==> src/rtl/hcf_sched_pkg.sv <==
// Shared constants for the HCF job scheduler: FSM state encodings and widths.
package hcf_sched_pkg;

  localparam int ID_W     = 3;
  localparam int TO_CNT_W = 8;

  localparam logic [2:0] IDLE = 3'd0;
  localparam logic [2:0] CAPT = 3'd1;
  localparam logic [2:0] BYP  = 3'd2;
  localparam logic [2:0] LDA  = 3'd3;
  localparam logic [2:0] LDB  = 3'd4;
  localparam logic [2:0] WAIT = 3'd5;
  localparam logic [2:0] RESP = 3'd6;

endpackage

==> src/rtl/hcf_job_scheduler_rr_arbiter.sv <==
// Combinational round-robin pick: lowest set request at or above the pointer,
// otherwise the lowest set request overall (wrap-around).
module rr_arbiter
  import hcf_sched_pkg::*;
#(
  parameter int NREQ = 4
) (
  input  logic [NREQ-1:0] i_req,
  input  logic [ID_W-1:0] i_ptr,
  output logic [ID_W-1:0] o_gnt_idx,
  output logic            o_gnt_valid
);

  logic            w_hi_found;
  logic [ID_W-1:0] w_hi_idx;
  logic [ID_W-1:0] w_lo_idx;

  // Descending scan so the last hit is the lowest index in each class.
  always_comb begin
    w_hi_found = 1'b0;
    w_hi_idx   = '0;
    w_lo_idx   = '0;
    for (int i = NREQ - 1; i >= 0; i--) begin
      if (i_req[i]) begin
        w_lo_idx = ID_W'(i);
        if (ID_W'(i) >= i_ptr) begin
          w_hi_found = 1'b1;
          w_hi_idx   = ID_W'(i);
        end
      end
    end
    o_gnt_valid = |i_req;
    o_gnt_idx   = w_hi_found ? w_hi_idx : w_lo_idx;
  end

endmodule

==> src/rtl/hcf_job_scheduler.sv <==
// Round-robin scheduler feeding one shared HCF engine; zero operands bypass the engine.
// Optional watchdog on the engine wait is enabled by defining HCF_TIMEOUT_EN.
//
// state | meaning
// IDLE  | arbitrate pending requests
// CAPT  | latch operands of granted requester, pulse ack
// BYP   | a zero operand: result known without the engine
// LDA   | engine start pulse with operand A
// LDB   | operand B on engine data
// WAIT  | wait for engine done (or watchdog expiry)
// RESP  | one-cycle tagged response
module hcf_job_scheduler
  import hcf_sched_pkg::*;
#(
  parameter int NREQ        = 4,
  parameter int W           = 16,
  parameter int TIMEOUT_CYC = 255
) (
  input  logic              clk,
  input  logic              rst,
  input  logic [NREQ-1:0]   req,
  input  logic [NREQ*W-1:0] op_a,
  input  logic [NREQ*W-1:0] op_b,
  output logic [NREQ-1:0]   ack,
  output logic              resp_valid,
  output logic [ID_W-1:0]   resp_id,
  output logic [W-1:0]      resp_hcf,
  output logic              resp_err,
  output logic              busy,
  output logic              eng_start,
  output logic [W-1:0]      eng_data,
  output logic              eng_rst,
  input  logic              eng_done,
  input  logic [W-1:0]      eng_result
);

  logic [2:0]      r_state;
  logic [2:0]      w_next;
  logic [ID_W-1:0] r_id;
  logic [ID_W-1:0] r_rr_ptr;
  logic [W-1:0]    r_a;
  logic [W-1:0]    r_b;
  logic [W-1:0]    r_hcf;
  logic [ID_W-1:0] w_gnt_idx;
  logic            w_gnt_valid;
  logic [W-1:0]    w_cur_a;
  logic [W-1:0]    w_cur_b;
  logic            w_timeout;

  assign w_cur_a = op_a[int'(r_id)*W +: W];
  assign w_cur_b = op_b[int'(r_id)*W +: W];

  rr_arbiter #(.NREQ(NREQ)) u_arb (
    .i_req      (req),
    .i_ptr      (r_rr_ptr),
    .o_gnt_idx  (w_gnt_idx),
    .o_gnt_valid(w_gnt_valid)
  );

`ifdef HCF_TIMEOUT_EN
  logic [TO_CNT_W-1:0] r_to_cnt;
  logic                r_err;

  // Expires on the last of TIMEOUT_CYC wait cycles; a done in that cycle still wins.
  assign w_timeout = (r_state == WAIT) && !eng_done &&
                     (r_to_cnt == TO_CNT_W'(TIMEOUT_CYC - 1));

  always_ff @(posedge clk) begin
    if (rst) begin
      r_to_cnt <= '0;
      r_err    <= 1'b0;
    end else begin
      if (r_state == LDB)  r_to_cnt <= '0;
      if (r_state == WAIT) r_to_cnt <= r_to_cnt + 1'b1;
      if (r_state == CAPT) r_err <= 1'b0;
      if (w_timeout)       r_err <= 1'b1;
    end
  end
`else
  assign w_timeout = 1'b0;
`endif

  always_ff @(posedge clk) begin
    if (rst) r_state <= IDLE;
    else     r_state <= w_next;
  end

  always_comb begin
    w_next = r_state;
    case (r_state)
      IDLE:    if (w_gnt_valid) w_next = CAPT;
      CAPT:    w_next = (w_cur_a == '0 || w_cur_b == '0) ? BYP : LDA;
      BYP:     w_next = RESP;
      LDA:     w_next = LDB;
      LDB:     w_next = WAIT;
      WAIT:    if (eng_done || w_timeout) w_next = RESP;
      RESP:    w_next = IDLE;
      default: w_next = IDLE;
    endcase
  end

  always_ff @(posedge clk) begin
    if (rst) begin
      r_id     <= '0;
      r_rr_ptr <= '0;
      r_a      <= '0;
      r_b      <= '0;
      r_hcf    <= '0;
    end else begin
      case (r_state)
        IDLE: if (w_gnt_valid) r_id <= w_gnt_idx;
        CAPT: begin
          r_a   <= w_cur_a;
          r_b   <= w_cur_b;
          r_hcf <= (w_cur_a == '0) ? w_cur_b : w_cur_a;
        end
        WAIT: begin
          if (eng_done)       r_hcf <= eng_result;
          else if (w_timeout) r_hcf <= '0;
        end
        RESP: r_rr_ptr <= (r_id == ID_W'(NREQ - 1)) ? '0 : r_id + 1'b1;
        default: ;
      endcase
    end
  end

  always_comb begin
    ack        = '0;
    resp_valid = 1'b0;
    resp_id    = '0;
    resp_hcf   = '0;
    resp_err   = 1'b0;
    busy       = (r_state != IDLE);
    eng_start  = 1'b0;
    eng_data   = '0;
    eng_rst    = 1'b0;
    case (r_state)
      CAPT: ack = NREQ'(1) << r_id;
      LDA: begin
        eng_start = 1'b1;
        eng_data  = r_a;
      end
      LDB:  eng_data = r_b;
      WAIT: begin
        eng_data = r_b;
        eng_rst  = w_timeout;
      end
      RESP: begin
        // B stays on the engine bus only for jobs that actually used the engine.
        eng_data   = (r_a != '0 && r_b != '0) ? r_b : '0;
        resp_valid = 1'b1;
        resp_id    = r_id;
        resp_hcf   = r_hcf;
`ifdef HCF_TIMEOUT_EN
        resp_err   = r_err;
`endif
      end
      default: ;
    endcase
  end

endmodule

==> config.mk <==
export PLATFORM = sky130hd
export DESIGN_NAME = hcf_job_scheduler
export DESIGN_NICKNAME = d
export VERILOG_FILES = /design/src/rtl/hcf_sched_pkg.sv /design/src/rtl/hcf_job_scheduler_rr_arbiter.sv /design/src/rtl/hcf_job_scheduler.sv
export SDC_FILE = /design/constraint.sdc
export NUM_CORES = 1
export LEC_CHECK = 0
export CELL_PAD_IN_SITES_DETAIL_PLACEMENT = 0
export CELL_PAD_IN_SITES_GLOBAL_PLACEMENT = 1
export CORE_UTILIZATION = 49
export CTS_CLUSTER_SIZE = 25
export DETAILED_ROUTE_END_ITERATION = 7
export DONT_BUFFER_PORTS = 1
export GPL_TIMING_DRIVEN = 0
export PLACE_DENSITY = 0.84
export SYNTH_ARGS = -nofsm -noshare
export SYNTH_HDL_FRONTEND = slang
export SYNTH_SLANG_ARGS = --single-unit
export TNS_END_PERCENT = 100
==> constraint.sdc <==
create_clock -name clk -period 3.54 [get_ports clk]
set_clock_uncertainty 0.2 [all_clocks]
set_input_delay 0.708 -clock clk [delete_from_list [all_inputs] [get_ports clk]]
set_output_delay 0.708 -clock clk [all_outputs]
set_load 0.005 [all_outputs]
==> metrics.txt <==
fin nets=629; asr flop ratio synth=0; most common cell in the netlist=nand2_1; actual slew at the worst max-slew pin=1.33 ns; vias=3,734; FF+latch count, synth=55; Peak VDD IR=225 uV; Total Routing Usage GR=0.308; fin crit share=0.930; Clock H-tree levels=2; Critical Path Fanout Max=10; Worst-Skew Late Latency=0.31 ns; largest net degree at the start of global routing=17; Worst EP required=2.63 ns; Rows=32; Yosys top cell by area=dfxtp_1; CORE AREA=7770 um2; RSZ-0062 raised after global routing=no; ant diodes=0; fin. max-slew vios=0; mapped cell area=3960 um2; Num CTS Buffers=5; Routed Antenna Nets=0; Pre-Repair DR Iteration Count=7; Max-slew headroom=0.114; worst setup path category=reg -> out; sequential area share after synthesis=0.278; Hold Crit Class=reg -> reg; global route total overflow=0; die width=91.9 um; max_cap viols=0; postcts setup bufs=0; overall routed net length=13,100 um; WL/cell=22.7 um; fin crit period=3.29 ns; fraction of layout instances using a drive strength above 1=0.116; Worst Path Arrival=2.39 ns; post-synthesis cell type count=44; Post-synth EDFFs=0; filler instances=766; clock sink count=55; Initial Util=0.510; crit start category=flop; Setup crit end kind=primary output; Multi-input gate area=2590 um2; crit-path cells=clkbuf_1 -> nor3b_1 -> and2_1; Syn Inst Count=465; CTS clock-pin slew for the worst setup and hold paths=0.10 ns; TNS Setup=0 ns; sequential cell area=1100 um2; gp weighted congestion=0.892; initial antenna violation count=2; crit path max-delay cell type=nor3b_1; status=completed; non-filler cells, final=576; vias in the first global route=3,598; # hold bufs at CTS=0; die height=91.9 um; Final Hold Viols=0; IO Count=195; vias per cell=6.48; cell count after placement=569; clock buffer depth=2; Port Buffer Count=0; DRC=0; Synth top cells by count=nand2_1, dfxtp_1, a21oi_1; CP max stage delay=1.11 ns; CTS root buf=clkbuf_8; Primary FF master, synth=dfxtp_1; Avg Inst Size Synth=8.52 um2; power per cell area=452 nW/um2; area grow syn2layout=6.10%; CTS tree=done; DPL Wire Length=10,600 um; Synth top area share=0.278; Die Area=8450 um2; initial DRC count=321; final setup fails=0; Leak=0.00134 uW; yosys synthesis warning count=0; fmax=304 MHz; first-pass GRT wire length=19,600 um; main area contributors after synthesis=dfxtp_1, mux4_2, nand2_1; number of gates resized after CTS=0
metal layers:
metal	up-vias	GRT usage	share of wire
met5	-	0	0.0013
met4	4	0.0938	0.021
met3	26	0.0804	0.087
met2	198	0.511	0.49
met1	1803	0.393	0.40
li1	1703	-	-
layout by cell type (no fill, tap or decap), types with 2 or more instances in the layout:
| cell type | instances |
|---|---|
| clkbuf_1 | 26 |
| dfxtp_1 | 55 |
| nand3_1 | 17 |
| mux4_1 | 6 |
| nor3b_1 | 15 |
| nand2_1 | 97 |
| clkbuf_8 | 5 |
| o31a_1 | 14 |
| buf_4 | 5 |
| buf_2 | 3 |
| nor2b_1 | 2 |
| ha_1 | 4 |
| mux2i_1 | 3 |
| a31oi_1 | 4 |
| nor3_1 | 2 |
| o211ai_1 | 2 |
| nor2_1 | 23 |
| a21oi_1 | 54 |
| buf_6 | 6 |
| or3_1 | 3 |
| and2_1 | 22 |
| conb_1 | 3 |
| mux4_2 | 26 |
| o21ai_0 | 4 |
| a311oi_1 | 14 |
| inv_1 | 4 |
| nand2b_1 | 19 |
| nand2_2 | 2 |
| nor4_2 | 4 |
| nor4_1 | 13 |
registers in the layout, summed over array words and instances (netlist names):
signal	count
r_id	2
r_state	3
r_a	16
r_hcf	16
r_rr_ptr	2
r_b	16
power by group:
part / internal [uW] / total (uW) / switching (uW)
logic: 280 / 707 / 428
registers: 706 / 772 / 66.1
clock network: 207 / 421 / 214
worst paths after layout:
| check | start | to | slack (ns) | depth (start not counted) |
|---|---|---|---|---|
| hold / removal | r_hcf[15] | r_hcf[15] | 0.28 | 2 |
| setup reg to reg | r_id[0] | r_state[0] | 0.71 | 8 |
| hold reg to reg | r_hcf[15] | r_hcf[15] | 0.28 | 2 |
| setup / recovery | r_state[0] | ack[3] | 0.25 | 3 |
metrics by stage:
step	instance area, um2	utilization	hold slack [ns]	total power (uW)	setup slack, ns
global route	4200	0.541	0.303	2000	0.0417
floorplan	3970	-	0.242	1290	1.08
CTS	4200	0.541	0.279	1890	0.299
global placement	4100	0.527	0.253	1470	0.677
detailed placement	4100	0.527	0.265	1480	0.675
finish	4200	0.541	0.277	1900	0.246
final cells by class:
cell class,count,area share
multi-input combinational,364,0.617
sequential,55,0.262
buffer,44,0.0616
tap,102,0.0304
clock buffer,5,0.0164
clock inverter,2,0.00893
inverter,4,0.00357
cell families after synthesis:
group / Yosys count / share of synthesized area
AND/OR/NAND/NOR: 223 / 0.284
other: 1 / 0.000947
XOR/XNOR: 2 / 0.00442
AO/OA/AOI/OAI: 97 / 0.155
flip-flops: 55 / 0.278
multiplexers: 35 / 0.195
adder cells (fa/ha/maj): 4 / 0.0126
buffers and inverters: 48 / 0.0692
worst max-delay path, delay by kind of cell (launching register included):
kind | cells | cell delay, ns
buffers and inverters | 1 | 0.36
flip-flops | 1 | 0.32
AND/OR/NAND/NOR | 2 | 1.39
Power figures use the tool's default switching activity.
